### config.mk
export PLATFORM = sky130hd
export DESIGN_NAME = fork_join_sched
export DESIGN_NICKNAME = d
export VERILOG_FILES = /design/src/rtl/fork_join_sched.sv
export SDC_FILE = /design/constraint.sdc
export NUM_CORES = 1
export LEC_CHECK = 0
export ABC_AREA = 1
export BUFFER_PORTS_ARGS = -buffer_cell sky130_fd_sc_hd__buf_2
export CAP_MARGIN = 5
export CORE_ASPECT_RATIO = 0.7
export CORE_MARGIN = 1.5
export CORE_UTILIZATION = 30
export CTS_BUF_LIST = sky130_fd_sc_hd__clkbuf_4
export CTS_CLUSTER_SIZE = 14
export DETAILED_ROUTE_END_ITERATION = 16
export PLACE_DENSITY = 0.46
export SYNTH_ARGS = -nofsm -noshare
export SYNTH_HDL_FRONTEND = slang
export SYNTH_SLANG_ARGS = --single-unit
### constraint.sdc
create_clock -name clk -period 2.15 [get_ports clk]
set_clock_uncertainty 0.2 [all_clocks]
set_input_delay 0.3225 -clock clk [delete_from_list [all_inputs] [get_ports clk]]
set_output_delay 0.3225 -clock clk [all_outputs]
set_load 0.02 [all_outputs]
### src/rtl/fork_join_sched.sv
// fork_join_sched: forks NUM_CH countdown channels on start, joins them per the
// latched policy (all / any+kill / none / any-then-wait), waits POST_DLY cycles,
// then pulses done. Optional abort input/output enabled by defining FJS_ABORT_EN.
module fork_join_sched #(
  parameter int NUM_CH   = 3,
  parameter int CNT_W    = 8,
  parameter int POST_DLY = 2
) (
  input  logic                    clk,
  input  logic                    rst_n,
  input  logic                    start,
  input  logic [1:0]              mode,
  input  logic [NUM_CH-1:0]       ch_en,
  input  logic [NUM_CH*CNT_W-1:0] dly,
`ifdef FJS_ABORT_EN
  input  logic                    abort,
  output logic                    aborted,
`endif
  output logic                    busy,
  output logic [NUM_CH-1:0]       ch_active,
  output logic [NUM_CH-1:0]       ch_done_pulse,
  output logic                    join_done,
  output logic                    all_done,
  output logic                    done
);

  typedef enum logic [1:0] {IDLE, RUN, WAIT, POST} state_t;
  typedef enum logic [1:0] {JOIN_ALL, JOIN_ANY, JOIN_NONE, JOIN_ANY_WAIT} mode_t;

  // Post counter is loaded with POST_DLY-1 so done lands exactly POST_DLY edges later.
  localparam logic [7:0] POST_LOAD = 8'((POST_DLY == 0) ? 0 : POST_DLY - 1);

  state_t              state_reg, state_next;
  mode_t               mode_reg, mode_next;
  logic [7:0]          post_reg, post_next;
  logic                busy_reg, busy_next;
  logic [NUM_CH-1:0]   active_reg, active_next;
  logic [NUM_CH-1:0]   pulse_reg, pulse_next;
  logic                join_reg, join_next;
  logic                all_reg, all_next;
  logic                done_reg, done_next;
  logic                aborted_reg, aborted_next;

  logic [NUM_CH-1:0]   cnt_zero;
  logic [NUM_CH-1:0]   comp;
  logic [NUM_CH-1:0]   remain;
  logic                load;
  logic                counting;
  logic                finish;
  logic                abort_req;

`ifdef FJS_ABORT_EN
  assign abort_req = abort;
  assign aborted   = aborted_reg;
`else
  assign abort_req = 1'b0;
`endif

  assign load     = (state_reg == IDLE) && start;
  assign counting = (state_reg == RUN) || (state_reg == WAIT);

  // One countdown per channel; a channel whose counter is already 0 completes this edge.
  for (genvar gi = 0; gi < NUM_CH; gi++) begin : g_ch
    logic [CNT_W-1:0] cnt_reg;

    // Load the delay at launch, then decrement while active, saturating at zero.
    always_ff @(posedge clk) begin
      if (!rst_n) begin
        cnt_reg <= '0;
      end else if (load) begin
        cnt_reg <= dly[gi*CNT_W +: CNT_W];
      end else if (counting && active_reg[gi] && (cnt_reg != '0)) begin
        cnt_reg <= cnt_reg - 1'b1;
      end
    end

    assign cnt_zero[gi] = (cnt_reg == '0);
  end

  assign comp   = active_reg & cnt_zero;
  assign remain = active_reg & ~comp;

  // State and registered outputs.
  always_ff @(posedge clk) begin
    if (!rst_n) begin
      state_reg   <= IDLE;
      mode_reg    <= JOIN_ALL;
      post_reg    <= '0;
      busy_reg    <= 1'b0;
      active_reg  <= '0;
      pulse_reg   <= '0;
      join_reg    <= 1'b0;
      all_reg     <= 1'b0;
      done_reg    <= 1'b0;
      aborted_reg <= 1'b0;
    end else begin
      state_reg   <= state_next;
      mode_reg    <= mode_next;
      post_reg    <= post_next;
      busy_reg    <= busy_next;
      active_reg  <= active_next;
      pulse_reg   <= pulse_next;
      join_reg    <= join_next;
      all_reg     <= all_next;
      done_reg    <= done_next;
      aborted_reg <= aborted_next;
    end
  end

  // Next-state logic: join policy, post delay and abort override.
  always_comb begin
    state_next   = state_reg;
    mode_next    = mode_reg;
    post_next    = post_reg;
    busy_next    = busy_reg;
    active_next  = active_reg;
    pulse_next   = '0;
    join_next    = 1'b0;
    all_next     = 1'b0;
    done_next    = 1'b0;
    aborted_next = 1'b0;
    finish       = 1'b0;

    case (state_reg)
      IDLE: begin
        if (start) begin
          state_next  = RUN;
          mode_next   = mode_t'(mode);
          busy_next   = 1'b1;
          active_next = ch_en;
        end
      end
      RUN: begin
        active_next = remain;
        pulse_next  = comp;
        case (mode_reg)
          JOIN_ALL: begin
            if (remain == '0) begin
              join_next = 1'b1;
              finish    = 1'b1;
            end
          end
          JOIN_ANY: begin
            // First completion (ties included) wins; everything still counting is killed.
            if ((comp != '0) || (active_reg == '0)) begin
              join_next   = 1'b1;
              finish      = 1'b1;
              active_next = '0;
            end
          end
          JOIN_NONE: begin
            join_next = 1'b1;
            if (remain == '0) finish = 1'b1;
            else              state_next = WAIT;
          end
          JOIN_ANY_WAIT: begin
            if ((comp != '0) || (active_reg == '0)) begin
              join_next = 1'b1;
              if (remain == '0) finish = 1'b1;
              else              state_next = WAIT;
            end
          end
        endcase
      end
      WAIT: begin
        active_next = remain;
        pulse_next  = comp;
        if (remain == '0) finish = 1'b1;
      end
      POST: begin
        if (post_reg == '0) begin
          done_next  = 1'b1;
          busy_next  = 1'b0;
          state_next = IDLE;
        end else begin
          post_next = post_reg - 1'b1;
        end
      end
    endcase

    // Final completion: enter the post phase, or finish at once when it is empty.
    if (finish) begin
      all_next = 1'b1;
      if (POST_DLY == 0) begin
        done_next  = 1'b1;
        busy_next  = 1'b0;
        state_next = IDLE;
      end else begin
        post_next  = POST_LOAD;
        state_next = POST;
      end
    end

    // Abort wins over every pending event while a launch is in flight.
    if (abort_req && (state_reg != IDLE)) begin
      state_next   = IDLE;
      busy_next    = 1'b0;
      active_next  = '0;
      pulse_next   = '0;
      join_next    = 1'b0;
      all_next     = 1'b0;
      done_next    = 1'b0;
      aborted_next = 1'b1;
    end
  end

  assign busy          = busy_reg;
  assign ch_active     = active_reg;
  assign ch_done_pulse = pulse_reg;
  assign join_done     = join_reg;
  assign all_done      = all_reg;
  assign done          = done_reg;

endmodule
==> results.json, run 1 <==
{
  "drc_violations_left": 0,
  "setup-violations-final": 0,
  "hp-class": "primary input to flip-flop",
  "gate_power_share_pct": 57.5,
  "worstPathCellList": "inv_1 -> ha_1 -> inv_1 -> nor2_1 -> a21oi_2 -> o21ai_1 -> nor2_1 -> nand2_1 -> nand2_1 -> nand3_1 -> nand2_1 -> inv_1",
  "grt_util_met1_pct": 24.2,
  "worst_path_max_delay_cell": "sky130_fd_sc_hd__dfxtp_1",
  "cellLeakagePower_uw": 0.00148,
  "hp-start": "dly[2]",
  "port-buffer-count": 41,
  "floorplan.initialDensity_pct": 31.5,
  "cts_setup_buffers": 0,
  "yosys-top-cells-count": "61 x sky130_fd_sc_hd__nand2_1, 46 x sky130_fd_sc_hd__dfxtp_1, 42 x sky130_fd_sc_hd__inv_1, 40 x sky130_fd_sc_hd__nor2_1, 30 x sky130_fd_sc_hd__a21oi_1",
  "max_stage_delay_ns": 0.43,
  "gr-usage-met2_pct": 22.2,
  "netSwitchingPower_uw": 2040,
  "worstReg2RegEnd": "state_reg[0]",
  "synth.net_count": 428,
  "clk_pin_slew_ns": 0.14,
  "reg2reg_from": "state_reg[0]",
  "maxCapViolations": 0,
  "area_delta_synth_final_pct": 22.1,
  "top_area_cells_in_the_synthesized_netlist": "sky130_fd_sc_hd__dfxtp_1 34%, sky130_fd_sc_hd__nand2_1 8.4%, sky130_fd_sc_hd__ha_1 6.0%",
  "placedCellCount": 543,
  "number_of_flops_mapped_to_enable_cells_by_yosys": 0,
  "fin_cells": 567,
  "yosys.cell_count.top_type": "sky130_fd_sc_hd__nand2_1",
  "largest_register_ffs": 24,
  "clk_root_buffer_cell": "sky130_fd_sc_hd__clkbuf_4",
  "post_drt_wl_per_cell_um": 12.4,
  "final_max_slew_viol_count": 0,
  "timing.setup.critical_path_class": "flip-flop to flip-flop",
  "worst_skew_pair.late_latency_ns": 0.39,
  "insertedDiodeCount": 0,
  "synthesized_instance_count": 383,
  "synth-main-ff-cell": "sky130_fd_sc_hd__dfxtp_1",
  "htree_num_levels": 2,
  "placementRows": 28,
  "grt_pass1_wl_um": 11900,
  "ys_warn_count": 0,
  "die-width_um": 117,
  "grt_max_degree": 28,
  "die-height_um": 82.7,
  "number_of_global_route_vias_before_repair": 2426,
  "dpl_cell_area_mm2": 0.00310,
  "seq_area_frac_synth_pct": 33.9,
  "yosys_reg_bits": 46,
  "switching_share_pct": 49.1,
  "timing_hold_violations_final": 0,
  "antenna_violating_nets_post_route": 0,
  "finalWorstPathRequiredPeriod_ns": 1.93,
  "pwr-share-clk_pct": 10.4,
  "power_report.internal_total_uw": 2110,
  "drive_above_1_share_pct": 21.7,
  "required_ns": 2.26,
  "timing.setup.tns_ns": 0,
  "clock.fmax_mhz": 517,
  "firstDrtPassIters": 5,
  "post-layout-total-power_uw": 4150,
  "globalRouteMet3Util_pct": 3.50,
  "timing.reg2reg.worst_path_depth": 12,
  "finish.instance_area_mm2": 0.00332,
  "yosys.area.top_type": "sky130_fd_sc_hd__dfxtp_1",
  "worstSetupEndpointType": "flip-flop",
  "grtUsageTotal_pct": 16.0,
  "dp_hpwl_um": 5210,
  "arrival_time_at_the_worst_endpoint_ns": 2.04,
  "clock_sinks": 46,
  "gp_routability_congestion": 0.761,
  "number_of_buffers_on_the_longest_clock_path": 2,
  "worst_setup_path_endpoint": "state_reg[0]",
  "cts_made_buffers": 5,
  "max_slew.worst_pin.slew_ns": 0.428,
  "timing.final.crit_share_pct": 90.0,
  "cts_tree": "built",
  "power_per_cell_area_mw_per_mm2": 1250,
  "seq_power_share_pct": 32.1,
  "design.die.area_mm2": 0.00965,
  "worst_ir_drop_vdd_uv": 405,
  "maximum_fanout_along_the_worst_path": 5,
  "synth_top_area_share_pct": 33.9,
  "status": "complete, no violations",
  "setup_repair_after_global_routing_missed_its_margin": "false",
  "routed_wirelength_um": 7050,
  "ioPinCount": 42,
  "syn_area_per_cell_um2": 7.10,
  "proportion_of_register_bits_with_asynchronous_set_or_reset_after_synthesis_pct": 0,
  "grt_antenna_before_repair": 0,
  "grt_most_used_layer": "met1",
  "grt_overflow_total": 0,
  "initialDrtViolationCount": 89,
  "synthDistinctLibCells": 40,
  "critical_path.startpoint": "state_reg[0]",
  "setup.worst_path.start_class": "flip-flop",
  "post_synth_instance_area_mm2": 0.00272,
  "routed_via_density": 4.61,
  "slew_headroom_pct": 71.1,
  "total_nets_final": 491,
  "r2r_setup_slack_ns": 0.22,
  "fp.coreArea_mm2": 0.00862,
  "vias": 2614,
  "final.hold.worst_slack_ns": 0.0213
}
[power by group through the flow]
stage          sequential [uW]  clock (uW)  combinational (uW)
4_1_cts                   1330         453                2380
3_5_place_dp              1350           0                2350
5_1_grt                   1380         488                2730
3_3_place_gp              1350           0                2360
2_1_floorplan             1340           0                1770
6_report                  1330         431                2380
[cell type report]
class	count	area, um^2
Clock inverter	3	16.3
Timing Repair Buffer	65	438
Inverter	52	198
Fill cell	956	5300
Sequential cell	46	921
Clock buffer	5	37.5
Multi-Input combinational cell	276	1560
Tap cell	120	150
[metal layers]
layer / part of all wire, % / vias up
met5: 0 / -
met1: 55 / 1161
met2: 39 / 55
li1: - / 1391
met3: 5.2 / 7
met4: 1.2 / 0
[cell families (layout without fill, tap and decap cells)]
group / after synthesis / count (layout) / share of synthesized area [%]
XOR/XNOR: 11 / 11 / 3.54
AND/OR/NAND/NOR: 158 / 158 / 28.0
flip-flops: 46 / 46 / 33.9
adder cells (fa/ha/maj): 13 / 13 / 5.98
AO/OA/AOI/OAI: 94 / 94 / 19.7
buffers and inverters: 61 / 125 / 8.93
[per-stage QoR]
| step | utilization (%) | setup slack, ns |
|---|---|---|
| after floorplan | - | 0.334 |
| after global placement | 36.0 | 0.137 |
| after detailed placement | 36.0 | 0.168 |
| after CTS | 38.5 | 0.141 |
| after global routing | 38.5 | 0.0118 |
| final | 38.5 | 0.215 |
[placed cells by master, fill, tap and decap left out, drive strengths merged]
cell         netlist  routed
xnor2              4       4
a211oi             3       3
dfxtp             46      46
nor2              49      49
ha                13      13
nor4               1       1
clkinv             1       3
nand3             20      20
o311ai             1       1
a311oi             1       1
or2                4       4
xor2               7       7
buf                5      49
nand4              7       7
nor3               5       5
nor3b              1       1
clkinvlp           0       1
a31oi             11      11
a21oi             34      34
o21ai             39      39
o211ai             4       4
and2               1       1
dlygate4sd3        0      16
nor4b              1       1
nand2             69      69
o31ai              1       1
inv               51      51
clkbuf             4       5
[how the worst min path moves through the flow]
| stage | end | depth (start not counted) | slack (ns) |
|---|---|---|---|
| final | g_ch[0].cnt_reg[2] | 3 | 0.02 |
| after global routing | ch_active[1] | 3 | 0.02 |
| after CTS | mode_reg[1] | 3 | 0.005 |
| after detailed placement | g_ch[0].cnt_reg[7] | 2 | 0.26 |
| after global placement | g_ch[0].cnt_reg[7] | 2 | 0.26 |
| after floorplan | g_ch[0].cnt_reg[7] | 2 | 0.24 |
[worst max-delay path, delay by kind of cell, from the launching register on]
family                   cells  cell delay [ns]
flip-flops                   1             0.43
AND/OR/NAND/NOR              6             0.48
AO/OA/AOI/OAI                2             0.28
adder cells (fa/ha/maj)      1             0.25
buffers and inverters        3             0.23
[timing repair]
action                                  CTS  global route
endpoints found under the setup margin    0             8
hold buffers                             16             0
hold endpoints to repair                 16             0
resized for setup                         0             2
(Power assumes the default switching activity.)
==> run 2, diff against run 1 <==
BUFFER_PORTS_ARGS = default   (was -buffer_cell sky130_fd_sc_hd__buf_2)
DONT_BUFFER_PORTS = 1   (was default)
PLACE_DENSITY = 0.44   (was 0.46)
TNS_END_PERCENT = 1   (was default)
==> run 2 against run 1 <==
Critical path depth down 4. Power up 2.1%. Register-to-register slack about the same. Largest power group unchanged. Via count down 5.2%. Count of clock-buffer cells in the layout up 2. Clock power up 31%. Final cell count down 5.1%. Critical endpoint is now g_ch[0].cnt_reg[1]. Critical path type unchanged. Setup slack worse by 0.0039 ns.
==> results.json, run 2 (synthesized netlist as in run 1, its figures left out) <==
{
  "timing.setup.critical_path_class": "flip-flop to flip-flop",
  "slew_headroom_pct": 71.0,
  "number_of_global_route_vias_before_repair": 2337,
  "number_of_buffers_on_the_longest_clock_path": 2,
  "r2r_setup_slack_ns": 0.21,
  "grt_antenna_before_repair": 0,
  "htree_num_levels": 2,
  "timing.final.crit_share_pct": 90.2,
  "gp_routability_congestion": 0.738,
  "pwr-share-clk_pct": 13.4,
  "layout_commonest_cell": "sky130_fd_sc_hd__nand2_1",
  "finalWorstPathRequiredPeriod_ns": 1.94,
  "drive_above_1_share_pct": 14.1,
  "fill_cells": 966,
  "clk_root_buffer_cell": "sky130_fd_sc_hd__clkbuf_4",
  "reg2reg_from": "state_reg[1]",
  "grt_pass1_wl_um": 11600,
  "arrival_time_at_the_worst_endpoint_ns": 2.02,
  "power_per_cell_area_mw_per_mm2": 1300,
  "dp_hpwl_um": 5150,
  "design.die.area_mm2": 0.00965,
  "timing.setup.tns_ns": 0,
  "netSwitchingPower_uw": 2010,
  "worst_skew_pair.late_latency_ns": 0.37,
  "hp-start": "dly[7]",
  "grt_overflow_total": 0,
  "power_report.internal_total_uw": 2220,
  "finish.instance_area_mm2": 0.00326,
  "worst_ir_drop_vdd_uv": 530,
  "final_max_slew_viol_count": 0,
  "routed_wirelength_um": 6980,
  "maxCapViolations": 0,
  "antenna_violating_nets_post_route": 0,
  "clock.fmax_mhz": 516,
  "worstReg2RegEnd": "g_ch[0].cnt_reg[1]",
  "timing.reg2reg.worst_path_depth": 8,
  "die-height_um": 82.7,
  "post_drt_wl_per_cell_um": 13.0,
  "setup_repair_after_global_routing_missed_its_margin": "false",
  "initialDrtViolationCount": 137,
  "setup-violations-final": 0,
  "fp.coreArea_mm2": 0.00862,
  "switching_share_pct": 47.6,
  "seq_power_share_pct": 32.4,
  "clk_pin_slew_ns": 0.14,
  "required_ns": 2.23,
  "worstHoldEndpoint": "g_ch[0].cnt_reg[7]",
  "vias": 2479,
  "cts_tree": "built",
  "setup.worst_path.start_class": "flip-flop",
  "status": "complete, no violations",
  "dpl_cell_area_mm2": 0.00288,
  "hold_depth": 4,
  "largest_register_ffs": 24,
  "hp-class": "primary input to flip-flop",
  "layout.cells.most_common_list": "61 x sky130_fd_sc_hd__nand2_1, 45 x sky130_fd_sc_hd__dfxtp_1, 41 x sky130_fd_sc_hd__inv_1",
  "insertedDiodeCount": 0,
  "ioPinCount": 42,
  "area_delta_synth_final_pct": 20.0,
  "port-buffer-count": 0,
  "firstDrtPassIters": 4,
  "total_nets_final": 462,
  "drc_violations_left": 0,
  "cellLeakagePower_uw": 0.00137,
  "floorplan.initialDensity_pct": 31.5,
  "grtUsageTotal_pct": 15.8,
  "routed_via_density": 4.61,
  "grt_max_degree": 33,
  "cts_made_buffers": 5,
  "max_slew.worst_pin.slew_ns": 0.435,
  "post-layout-total-power_uw": 4230,
  "final.hold.worst_slack_ns": 0.0262,
  "clock_sinks": 46,
  "die-width_um": 117,
  "worstSetupEndpointType": "flip-flop",
  "placementRows": 28,
  "maximum_fanout_along_the_worst_path": 15,
  "timing_hold_violations_final": 0,
  "gate_power_share_pct": 54.3
}
==> run 2: worst max-delay path: stages, from the launching register on <==
cell                       delay (ns)
sky130_fd_sc_hd__dfxtp_1         0.36
sky130_fd_sc_hd__inv_1           0.11
sky130_fd_sc_hd__ha_1            0.21
sky130_fd_sc_hd__nand2_2         0.08
sky130_fd_sc_hd__inv_2           0.30
sky130_fd_sc_hd__buf_4           0.24
sky130_fd_sc_hd__nor2_1          0.05
sky130_fd_sc_hd__a211oi_1        0.22
sky130_fd_sc_hd__nor2_1          0.06
==> run 2: stage by stage <==
step | util [%] | worst slack (ns) | instances
4_1_cts | 37.8 | 0.0934 | 538
2_1_floorplan | - | 0.334 | 383
3_3_place_gp | 33.5 | 0.177 | 502
3_5_place_dp | 33.5 | 0.147 | 502
5_1_grt | 37.9 | 0.0141 | 538
6_report | 37.9 | 0.212 | 538
==> run 2: metal layers <==
metal  share of wire [%]  vias to the layer above  global-route usage (%)
li1                    -                     1340                       -
met1                  54                     1085                    22.9
met2                  40                       47                    23.1
met3                 5.1                        7                    3.80
met4                 1.1                        0                    4.34
met5                   0                        -                       0
==> run 2: what timing repair did <==
item                                    in CTS  in global routing
endpoints found under the setup margin       0                 25
resized for setup                            0                  3
setup buffers                                0                  0
hold buffers                                28                  0
hold endpoints to repair                    44                  0
==> run 2: worst max path at each step <==
| stage | from | to | slack [ns] | depth (start not counted) |
|---|---|---|---|---|
| floorplan | state_reg[0] | g_ch[0].cnt_reg[1] | 0.33 | 8 |
| global route | g_ch[1].cnt_reg[0] | post_reg[5] | 0.01 | 13 |
| global placement | state_reg[0] | g_ch[0].cnt_reg[1] | 0.18 | 8 |
| detailed placement | state_reg[0] | g_ch[2].cnt_reg[3] | 0.15 | 8 |
| finish | state_reg[1] | g_ch[0].cnt_reg[1] | 0.21 | 8 |
| CTS | state_reg[0] | g_ch[2].cnt_reg[2] | 0.09 | 8 |
==> run 2: layout make-up <==
| class | instances | area (um^2) | share of cell area, % |
|---|---|---|---|
| Clock buffer | 7 | 52.6 | 1.61 |
| Clock inverter | 1 | 30.0 | 0.920 |
| Inverter | 52 | 198 | 6.06 |
| Multi-Input combinational cell | 276 | 1560 | 47.8 |
| Sequential cell | 46 | 922 | 28.3 |
| Tap cell | 120 | 150 | 4.60 |
| Timing Repair Buffer | 36 | 350 | 10.7 |
==> run 2: power by group through the flow <==
stage               Sequential (uW)  Clock (uW)  Combinational (uW)
finish                         1370         566                2300
global route                   1420         625                2630
CTS                            1370         593                2300
detailed placement             1380           0                2230
global placement               1390           0                2230
floorplan                      1340           0                1770
